## config.mk

```make
export PLATFORM = sky130hd
export DESIGN_NAME = user_stream_accel
export DESIGN_NICKNAME = d
export VERILOG_FILES = /design/src/rtl/user_stream_accel_pkg.sv /design/src/rtl/user_sync_fifo.sv /design/src/rtl/user_stream_accel.sv
export SDC_FILE = /design/constraint.sdc
export NUM_CORES = 1
export LEC_CHECK = 0
export ABC_CLOCK_PERIOD_IN_PS = 6400
export BUFFER_PORTS_ARGS = -buffer_cell sky130_fd_sc_hd__buf_4
export CELL_PAD_IN_SITES_DETAIL_PLACEMENT = 1
export CELL_PAD_IN_SITES_GLOBAL_PLACEMENT = 1
export CORE_MARGIN = 2
export CORE_UTILIZATION = 40
export DETAILED_ROUTE_END_ITERATION = 8
export PLACE_DENSITY_LB_ADDON = 0.1
export SLEW_MARGIN = 20
export SYNTH_ARGS = -nofsm -noshare
export SYNTH_HDL_FRONTEND = slang
export SYNTH_SLANG_ARGS = --single-unit
```

## constraint.sdc

```tcl
create_clock -name clk -period 6.4 [get_ports clk]
set_input_delay 0.64 -clock clk [delete_from_list [all_inputs] [get_ports clk]]
set_output_delay 0.64 -clock clk [all_outputs]
set_load 0.01 [all_outputs]
```

## src/rtl/user_stream_accel_pkg.sv

```systemverilog
// ---------------------------------------------------------------------------
// user_stream_accel_pkg
//   Shared constants for the user-side stream engine: register indices
//   (decoded from u_addr[3:2]), CTRL bit positions and STATUS field offsets.
//   Optional feature macro used by importers: USER_STREAM_ACCEL_BYTESWAP_EN.
// ---------------------------------------------------------------------------
package user_stream_accel_pkg;

  typedef logic [1:0] reg_idx_t;

  // Register indices (word address within the 16-byte window)
  localparam reg_idx_t REG_CTRL   = 2'd0;
  localparam reg_idx_t REG_STATUS = 2'd1;
  localparam reg_idx_t REG_CSUM   = 2'd2;
  localparam reg_idx_t REG_CONST  = 2'd3;

  // CTRL bit positions
  localparam int CTRL_ENABLE = 0;
  localparam int CTRL_CLEAR  = 1;
  localparam int CTRL_BSWAP  = 2;

  // STATUS field offsets
  localparam int STAT_IN_CNT     = 0;
  localparam int STAT_OUT_CNT    = 8;
  localparam int STAT_OVERFLOW   = 16;
  localparam int STAT_UNDERFLOW  = 17;
  localparam int STAT_PIPE_VALID = 18;

endpackage

```

## src/rtl/user_sync_fifo.sv

```systemverilog
// ---------------------------------------------------------------------------
// user_sync_fifo
//   Single-clock show-ahead FIFO. rdata always presents the head word (0 when
//   empty). A push while full is accepted only if a pop happens in the same
//   cycle. clear flushes the FIFO and beats any push/pop in that cycle.
// Ports:
//   clk, reset (async, active-high), clear (sync flush)
//   push/wdata  - enqueue
//   pop         - dequeue head (ignored when empty)
//   rdata       - head word
//   full, empty, count - occupancy
// ---------------------------------------------------------------------------
module user_sync_fifo #(
  parameter int DATA_W = 32,
  parameter int DEPTH  = 8,
  parameter int CNT_W  = $clog2(DEPTH) + 1
) (
  input  logic              clk,
  input  logic              reset,
  input  logic              clear,
  input  logic              push,
  input  logic [DATA_W-1:0] wdata,
  input  logic              pop,
  output logic [DATA_W-1:0] rdata,
  output logic              full,
  output logic              empty,
  output logic [CNT_W-1:0]  count
);

  localparam int AW = $clog2(DEPTH);

  logic [DATA_W-1:0] mem [DEPTH];
  logic [AW-1:0]     wr_ptr;
  logic [AW-1:0]     rd_ptr;
  logic              do_push;
  logic              do_pop;

  assign full    = (count == CNT_W'(DEPTH));
  assign empty   = (count == '0);
  assign do_pop  = pop && !empty;
  assign do_push = push && (!full || do_pop);
  assign rdata   = empty ? '0 : mem[rd_ptr];

  // Pointers are exactly log2(DEPTH) bits, so they wrap without compare logic.
  // NOTE: sequential state uses non-blocking (<=) so every flop samples the
  // pre-edge values regardless of statement order.
  always_ff @(posedge clk or posedge reset) begin
    if (reset) begin
      wr_ptr <= '0;
      rd_ptr <= '0;
      count  <= '0;
    end else if (clear) begin
      wr_ptr <= '0;
      rd_ptr <= '0;
      count  <= '0;
    end else begin
      if (do_push) wr_ptr <= wr_ptr + AW'(1);
      if (do_pop)  rd_ptr <= rd_ptr + AW'(1);
      case ({do_push, do_pop})
        2'b10:   count <= count + CNT_W'(1);
        2'b01:   count <= count - CNT_W'(1);
        default: count <= count;
      endcase
    end
  end

  // NOTE: storage has no reset; validity is tracked by count/pointers, and
  // rdata is forced to 0 while empty, so stale contents are never visible.
  always_ff @(posedge clk) begin
    if (do_push && !clear) mem[wr_ptr] <= wdata;
  end

endmodule

```

## src/rtl/user_stream_accel.sv

```systemverilog
// ---------------------------------------------------------------------------
// user_stream_accel
//   Demo user-logic engine behind the AHB slave user interface. Words pushed
//   into the input FIFO are moved through a one-stage pipeline
//   (out = in + ADD_CONST) into the output FIFO the slave reads from.
//   Optional feature macro: USER_STREAM_ACCEL_BYTESWAP_EN adds CTRL bit2 BSWAP,
//   which byte-reverses the stage result after the add.
// Ports:
//   clk, reset (async, active-high)
//   wrreq/wdata/wrfull  - input FIFO write side
//   rdack/rdata/rdempty - output FIFO read side (show-ahead)
//   u_write/u_addr/u_wdata/u_data - register port (u_addr[3:2] decoded,
//                                   zero-latency read)
// ---------------------------------------------------------------------------
module user_stream_accel
  import user_stream_accel_pkg::*;
#(
  parameter int DATA_W = 32,
  parameter int DEPTH  = 8,
  parameter int CNT_W  = $clog2(DEPTH) + 1
) (
  input  logic              clk,
  input  logic              reset,
  input  logic              wrreq,
  input  logic [DATA_W-1:0] wdata,
  output logic              wrfull,
  input  logic              rdack,
  output logic [DATA_W-1:0] rdata,
  output logic              rdempty,
  input  logic              u_write,
  input  logic [31:0]       u_addr,
  input  logic [DATA_W-1:0] u_wdata,
  output logic [DATA_W-1:0] u_data
);

  reg_idx_t          reg_idx;
  logic              ctrl_wr;
  logic              const_wr;
  logic              clear;

  logic              enable;
  logic [DATA_W-1:0] add_const;
  logic [DATA_W-1:0] checksum;
  logic [31:0]       wcount;
  logic              overflow;
  logic              underflow;
  logic              pipe_valid;
  logic [DATA_W-1:0] stage_data;

  logic              in_push;
  logic [DATA_W-1:0] in_rdata;
  logic              in_full;
  logic              in_empty;
  logic [CNT_W-1:0]  in_count;
  logic              out_empty;
  logic [CNT_W-1:0]  out_count;

  logic [CNT_W:0]    out_occ;
  logic              pop_in;
  logic [DATA_W-1:0] stage_sum;
  logic [DATA_W-1:0] stage_next;

`ifdef USER_STREAM_ACCEL_BYTESWAP_EN
  logic              bswap;
  logic [DATA_W-1:0] stage_swapped;
`endif

  assign reg_idx  = u_addr[3:2];
  assign ctrl_wr  = u_write && (reg_idx == REG_CTRL);
  assign const_wr = u_write && (reg_idx == REG_CONST);
  assign clear    = ctrl_wr && u_wdata[CTRL_CLEAR];

  // A write dropped by CLEAR is not an overflow, so gate the push here rather
  // than relying on the FIFO's own clear priority.
  assign in_push = wrreq && !in_full && !clear;

  // Output space must also cover the word sitting in the stage register.
  assign out_occ = {1'b0, out_count} + (CNT_W + 1)'(pipe_valid);
  assign pop_in  = enable && !in_empty && !clear &&
                   (out_occ < (CNT_W + 1)'(DEPTH));

  user_sync_fifo #(.DATA_W(DATA_W), .DEPTH(DEPTH), .CNT_W(CNT_W)) u_in_fifo (
    .clk   (clk),
    .reset (reset),
    .clear (clear),
    .push  (in_push),
    .wdata (wdata),
    .pop   (pop_in),
    .rdata (in_rdata),
    .full  (in_full),
    .empty (in_empty),
    .count (in_count)
  );

  user_sync_fifo #(.DATA_W(DATA_W), .DEPTH(DEPTH), .CNT_W(CNT_W)) u_out_fifo (
    .clk   (clk),
    .reset (reset),
    .clear (clear),
    .push  (pipe_valid),
    .wdata (stage_data),
    .pop   (rdack),
    .rdata (rdata),
    .full  (),
    .empty (out_empty),
    .count (out_count)
  );

  assign wrfull    = in_full;
  assign rdempty   = out_empty;
  assign stage_sum = in_rdata + add_const;

`ifdef USER_STREAM_ACCEL_BYTESWAP_EN
  // Byte b of the result takes byte (N-1-b) of the sum.
  always_comb begin
    stage_swapped = '0;
    for (int b = 0; b < DATA_W / 8; b++) begin
      stage_swapped[8*b +: 8] = stage_sum[DATA_W-8-8*b +: 8];
    end
  end
  assign stage_next = bswap ? stage_swapped : stage_sum;
`else
  assign stage_next = stage_sum;
`endif

  always_ff @(posedge clk or posedge reset) begin
    if (reset) begin
      enable     <= 1'b0;
      add_const  <= '0;
      checksum   <= '0;
      wcount     <= '0;
      overflow   <= 1'b0;
      underflow  <= 1'b0;
      pipe_valid <= 1'b0;
      stage_data <= '0;
`ifdef USER_STREAM_ACCEL_BYTESWAP_EN
      bswap      <= 1'b0;
`endif
    end else if (clear) begin
      // ENABLE, BSWAP and ADD_CONST deliberately survive a CLEAR.
      checksum   <= '0;
      wcount     <= '0;
      overflow   <= 1'b0;
      underflow  <= 1'b0;
      pipe_valid <= 1'b0;
    end else begin
      // The stage word is handed to the output FIFO every cycle it is valid,
      // so valid simply follows pop_in.
      pipe_valid <= pop_in;
      if (pop_in) begin
        stage_data <= stage_next;
        checksum   <= checksum + in_rdata;
        wcount     <= wcount + 32'd1;
      end
      if (wrreq && in_full)    overflow  <= 1'b1;
      if (rdack && out_empty)  underflow <= 1'b1;
      if (ctrl_wr) begin
        enable <= u_wdata[CTRL_ENABLE];
`ifdef USER_STREAM_ACCEL_BYTESWAP_EN
        bswap  <= u_wdata[CTRL_BSWAP];
`endif
      end
      if (const_wr) add_const <= u_wdata;
    end
  end

  // NOTE: every output of an always_comb gets a default first, so no path
  // through the case can leave it unassigned and infer a latch.
  always_comb begin
    u_data = '0;
    case (reg_idx)
      REG_CTRL: begin
        u_data[CTRL_ENABLE] = enable;
`ifdef USER_STREAM_ACCEL_BYTESWAP_EN
        u_data[CTRL_BSWAP]  = bswap;
`endif
      end
      REG_STATUS: begin
        u_data[STAT_IN_CNT +: CNT_W]  = in_count;
        u_data[STAT_OUT_CNT +: CNT_W] = out_count;
        u_data[STAT_OVERFLOW]         = overflow;
        u_data[STAT_UNDERFLOW]        = underflow;
        u_data[STAT_PIPE_VALID]       = pipe_valid;
      end
      REG_CSUM:  u_data = checksum;
      REG_CONST: u_data = add_const;
      default:   u_data = '0;
    endcase
  end

  // WCOUNT is internal bookkeeping with no register window; the upper and
  // byte-offset address bits are not decoded.
  logic unused_bits;
  assign unused_bits = ^{u_addr[31:4], u_addr[1:0], wcount};

endmodule

```

* Word-level counts from Yosys, hierarchy flattened
Memory sizes are Yosys's and may differ from the RTL's. Index checks and enable logic that the tools add are counted.
Operators by class: $add $sub $neg 11, multipliers 0, divide/modulo/power cells 0, order comparisons 1, eq/ne operators 9, shifts and indexed selects 0, muxes and demuxes 32, bitwise logic cells 1, reduce and logical (&&, ||, !) cells 38
Operators with widths (number):
- two-way mux 32 bit | 4
- adder 32 bit | 2
- case mux 4 bit (2 select lines) | 4
- case mux 13 bit (2 select lines) | 1
- two-way mux 3 bit | 8
- case mux 3 bit (3 select lines) | 2
- logical AND 1 bit | 16
- nonzero test 2 bit | 7
- adder 3 x 1 -> 3 bit (second input constant) | 4
- case mux 4 bit (3 select lines) | 1
- two-way mux 1 bit | 9
- adder 4 x 1 -> 4 bit (second input constant) | 2
- equality test 2 bit (second input constant) | 4
- equality test 4 bit (second input constant) | 2
- zero test 4 bit | 2
- two-way mux 4 bit | 2
- subtractor 4 x 1 -> 4 bit (second input constant) | 2
- equality test 2 x 1 -> 1 bit (second input constant) | 3
- AND reduction 2 bit | 3
- nonzero test 3 bit | 2
- adder 4 x 1 -> 5 bit | 1
- zero test 1 bit | 5
- less-than comparator 5 x 4 -> 1 bit (second input constant) | 1
- case mux 1 bit (4 select lines) | 1
- 3 further kinds | 4
Word-level totals: flip-flop bits (word level) 120, bits in latches 0, bits in writable memories 512, memory bits (read-only) 0, output and inout bits 66, word-level logic and storage cells 107, memories 2
Memory list:
- u_in_fifo.mem | words 8, width 32, read ports 1, clocked after Yosys merged registers in 0, write ports 1, line user_sync_fifo.sv:32 | logic [DATA_W-1:0] mem [DEPTH];
- u_out_fifo.mem | words 8, width 32, read ports 1, clocked after Yosys merged registers in 0, write ports 1, line user_sync_fifo.sv:32

* Logic depth before layout (Yosys ltp)
word-level depth 12, gate-level depth with buffers 20, gate-level depth less buffers 15

* Hierarchy
A second synthesis with hierarchy kept.
Unflattened totals: cells, all modules 1767, area total of the unflattened synthesis 28243.3 um2
By module, submodules not included:
- user_sync_fifo (u_out_fifo) | instances 1, cells an instance 483, area each 10456.3 um2
- user_sync_fifo (u_in_fifo) | instances 1, cells an instance 483, area each 10446.3 um2
- user_stream_accel | instances 1, cells an instance 801, area each 7340.8 um2

* Worst setup path before layout
OpenSTA, ideal clock, no wires.
path type flip-flop to flip-flop, from register u_in_fifo.rd_ptr[0], to register checksum[8], arrival 4.713 ns, data required time 6.266 ns, slack 1.552 ns, cell stages (with the launch flop) 19, buffers on the path 4, cell sequence dfrtp_1 buf_6 buf_6 buf_1 buf_1 mux4_2 mux2i_1 nor2_1 ha_1 ha_1 a41o_1 a211o_1 and2_1 maj3_1 maj3_1 a21o_1 a21oi_1 xor2_1 o21ai_0
On the way: longest elaborated chain between the ends 5
Ends and longest elaborated chain:
- from (decl) | line user_sync_fifo.sv:34 | logic [AW-1:0] rd_ptr;
- from (signal assigned) | line user_sync_fifo.sv:58 | if (do_pop) rd_ptr <= rd_ptr + AW'(1);
- memory read (8 x 32 bit)
- two-way mux 32 bit | line user_sync_fifo.sv:42 | assign rdata = empty ? '0 : mem[rd_ptr];
- adder 32 bit | line user_stream_accel.sv:151 | checksum <= checksum + in_rdata;
- two-way mux 32 bit | line user_stream_accel.sv:149 | if (pop_in) begin
- two-way mux 32 bit | line user_stream_accel.sv:138 | end else if (clear) begin
- to (signal assigned) | line user_stream_accel.sv:151
- to (decl) | line user_stream_accel.sv:43 | logic [DATA_W-1:0] checksum;
Every way passes these cells. The select of a mux whose other input is x is not followed. A chain may end at the register's enable or synchronous reset.

* Worst setup path in the final report
from register u_in_fifo.rd_ptr[0], to register checksum[31]
The elaborated chain is that of the path after synthesis.

==> summary.md <==
| Metric | Value |
|---|---|
| Run status | complete, no violations |
| Net count of the mapped netlist | slightly above 2000 |
| Worst Path Max Fanout | a little over 40 |
| Remaining design rule violation count | 0 |
| Final setup skew | 0.0216 ns |
| Yosys warning total | 0 |
| Ys async rst share | between 10% and 20% |
| Buffers & Inverters on Critical Path | 1 |
| Static leakage | around 12 nW |
| Placed wire-length estimate after detailed placement | around 45000 microns |
| CTS tree | yes |
| Crit Path Class | reg -> reg |
| Final cell count without fillers | approximately 3000 |
| Cell-by-cell trace of the critical path | buf_4 > mux4_2 > mux2i_1 > nor2_1 > ha_1 > a21oi_1 > o21bai_1 > a21oi_1 > o21bai_1 > a21oi_1 > o21bai_1 > a21oi_1 > a31oi_1 > or4_1 > a21oi_1 |
| Core ar. | approximately 70000 sq um |
| Maximum clock frequency | around 200 MHz |
| Type of the tightest min-delay check | in -> async |
| Final critical delay including setup and external delays | slightly below 5 ns |
| First-pass GRT wire length | about 110000 microns |
| Netlist area before placement | approximately 28000 sq um |
| Met1 usage | 25.8% |
| Fin Setup TNS | 0 ns |
| Via-to-Cell Ratio | approximately 5.4 |
| R2R cell count | 15 |
| Number of H-tree levels | 3 |
| Count of antenna-violating nets left after detailed routing | 0 |
| Unrepaired setup endpoints after global routing | false |
| Routability congestion estimate from global placement | 0.835 |
| Pin count of the biggest net entering global routing | between 70 and 80 |
| Clock Power Share | approximately 23% |
| DR vias | about 16000 |
| Initial core utilization | slightly above 40% |
| Pre-antenna DRT Iters | 5 |
| Top cells by area, synth | edfxtp_1 54%, dfrtp_1 11%, mux4_2 9.6%, mux2i_1 3.7%, ha_1 2.7% |
| Part of the total power dissipated in combinational logic | a little over two fifths |
| Port bufs | 136 |
| Relative max-transition margin | between 30% and 40% |
| Arrival time reported for the critical path endpoint | around 5.4 ns |
| Post-CTS Setup Bufs | 0 |
| Global routing met2 resource utilization | roughly 33% |
| Met3 Track Usage GR | between 2 and 3% |
| Count of final hold-check violations | 0 |
| Worst endpoint required time | roughly 7 ns |
| Internal power | about 11 mW |
| Vias in the first global route | roughly 18000 |
| Unique cell type count in the Yosys netlist | between 70 and 80 |
| Total Die Area | 73000 sq um |
| Crit-path leading delay family | compound AO/OA/AOI/OAI gates |
| Buffer type at the clock tree root | clkbuf_16 |
| Number of maximum-capacitance constraint violations | 0 |
| Final cycle utilization of the critical path | 76.8% |
| IR drop worst, VDD | around 0.23 mV |
| Switching part of the total | roughly 37% |
| Insertion delay to the later sink of the worst-skew pair | roughly 0.60 ns |
| Share of final-layout standard cells stronger than drive strength 1 | 23.2% |
| Net switching power | roughly 6.7 mW |
| CP max stage delay | 0.97 ns |
| Number of synthesized flops with an enable pin | about 510 |
| Synthesized area per cell | 15.3 sq um |
| Total number of clock tree sinks | 632 |
| Critical-path top delay cell | dfrtp_4 |
| Total stage count of the critical path | 15 |
| Floorplan die height | 270 microns |
| Cts hold-fix bufs | 0 |
| Average routed wire per standard cell | approximately 23 microns |
| Power share of the sequential group | about a third |
| Initial DRC Count | just under 1000 |
| Share of the yosys chip area belonging to registers | around two thirds |
| Total clock buffers created by CTS | a little over 70 |
| GRT Max-Usage Layer | met2 |
| Number of register bits inferred by synthesis | 632 |
| CTS max path bufs | 3 |
| Worst-Margin Slew | a little over 1 ns |
| Number of pins with negative max-slew slack in the final report | 0 |
| Syn-to-layout area delta | 16.3% |
| Setup Viol. Count Final | 0 |
| R2R setup slack | around 1.5 ns |
| Number of cells upsized or downsized after cts | 0 |
| Total wirelength of the detailed-routed design | roughly 70000 microns |
| Capturing element type of the critical path | flip-flop |
| I/O pin cnt | 167 |
| Clock transition at the registers of the reported paths | approximately 0.06 ns |
| Global route total overflow | 0 |
| GRT Resource Usage Total | a little under 20% |
| Row Count | 97 |
| Placed cell count | 2872 |
| Smallest hold slack | roughly 0.17 ns |
| Biggest area consumer among synthesized cells | edfxtp_1 |
| Initial antenna violation count | 2 |
| Post-Syn Instances | between 1500 and 2000 |
| Share of the synthesized area in the top cell type | ~54% |
| Primary flip-flop cell chosen by synthesis mapping | edfxtp_1 |
| Horizontal die dimension | around 270 microns |
| Cell type with the highest occurrence count on the critical path | a21oi_1 |
| Pwr per Cell Area | ~540 nW/um^2 |
| End-of-flow core utilization | a little under half |
| Worst setup SP type | flip-flop |
| Fin nets | between 2000 and 2500 |
==> state kept, by name (all words and copies together), names as in the netlist, 4 cells and up <==
signal	cells
add_const	32
checksum	32
stage_data	32
u_in_fifo.count	4
u_in_fifo.mem	256
u_out_fifo.count	4
u_out_fifo.mem	256
==> power by group through the flow <==
stage | Combinational [mW] | Clock (mW) | Sequential [mW]
final | 7.52 | 4.07 | 6.23
after global routing | 8.37 | 4.34 | 6.37
after CTS | 7.64 | 4.18 | 6.26
after detailed placement | 7.60 | 0 | 6.34
after global placement | 7.48 | 0 | 6.26
after floorplan | 5.68 | 0 | 5.83
==> layout by cell type (no fill, tap or decap), types with 5 or more instances in the layout <==
master        n
edfxtp_1    512
buf_4       171
mux4_2      121
nor2_1      119
dfrtp_1     114
nand2_1     107
mux2i_1     104
a21oi_1      83
clkbuf_16    76
o21ai_0      75
ha_1         62
mux2_2       44
xnor2_1      43
nor2b_1      32
nand3_1      31
a21o_1       27
xor2_1       25
inv_1        25
clkbuf_1     19
nor3_1       18
a31oi_1      16
a22o_1       15
o21bai_1     15
nand2b_1     14
clkinv_1     13
nor2_4       12
nand4_1      11
a211oi_1      9
and3_1        9
and2_1        8
o31ai_1       8
or3_1         7
bufinv_16     6
clkinv_2      6
o31a_1        5
nor3_2        5
maj3_1        5
clkinvlp_4    5
==> metrics by stage <==
step                      power [mW]  setup WS [ns]  instance area, sq um
after floorplan                 11.5           1.55                 28300
after global placement          13.7           1.46                 30600
after detailed placement        13.9           1.46                 30600
after CTS                       18.1           1.44                 32900
after global routing            19.1           1.05                 32900
final                           17.8           1.48                 32900
==> final cells by class <==
cell class                 count  area (sq um)
sequential                   632         18400
multi-input combinational   1101          9640
antenna                        1          2.50
clock buffer                  98          2010
clock inverter                31           323
fill                        6843         37100
tap                          940          1180
inverter                      28           110
timing repair buffer         171          1280
==> routing by layer <==
metal / routed length (microns) / vias up
li1: - / 7482
met1: 31200 / 8415
met2: 34500 / 266
met3: 2430 / 88
met4: 1970 / 2
met5: 12 / -
==> synth_stat cells, drive strengths merged (3+ instances only) <==
library cell    n
edfxtp        512
nor2          131
mux4          121
dfrtp         120
nand2         108
mux2i         104
a21oi          84
o21ai          79
ha             62
clkbuf         58
mux2           44
xnor2          44
nand3          32
nor2b          32
buf            29
a21o           27
inv            26
xor2           25
nor3           23
a22o           16
a31oi          16
o21bai         15
nand2b         14
nand4          11
a211oi         10
and3           10
and2            9
o31ai           8
or3             7
maj3            6
nor4            6
o31a            5
a41oi           4
nand3b          4
nor3b           4
o21a            4
a2111oi         3
a22oi           3
o211ai          3
or2             3
==> worst paths after layout <==
path | start | end
worst max-delay path | u_in_fifo.rd_ptr[0] | checksum[31]
worst min-delay path | reset | underflow
worst max register to register | u_in_fifo.rd_ptr[0] | checksum[31]
worst min register to register | overflow | overflow
max in group asynchronous | reset | u_out_fifo.rd_ptr[0]
min in group clk | u_wdata[30] | add_const[30]
==> kinds of logic (layout without fill, tap and decap cells) <==
kind of cell / after synthesis / count (layout) / synth area share (%)
compound gates: 293 / 293 / 6.63
other cells: 0 / 1 / 0
buf+inv: 115 / 328 / 1.61
fa+ha+maj: 69 / 69 / 3.02
flops: 632 / 632 / 64.9
xor+xnor: 69 / 69 / 2.20
simple gates: 401 / 401 / 6.64
mux: 269 / 269 / 15.0
Power figures use the tool's default switching activity.
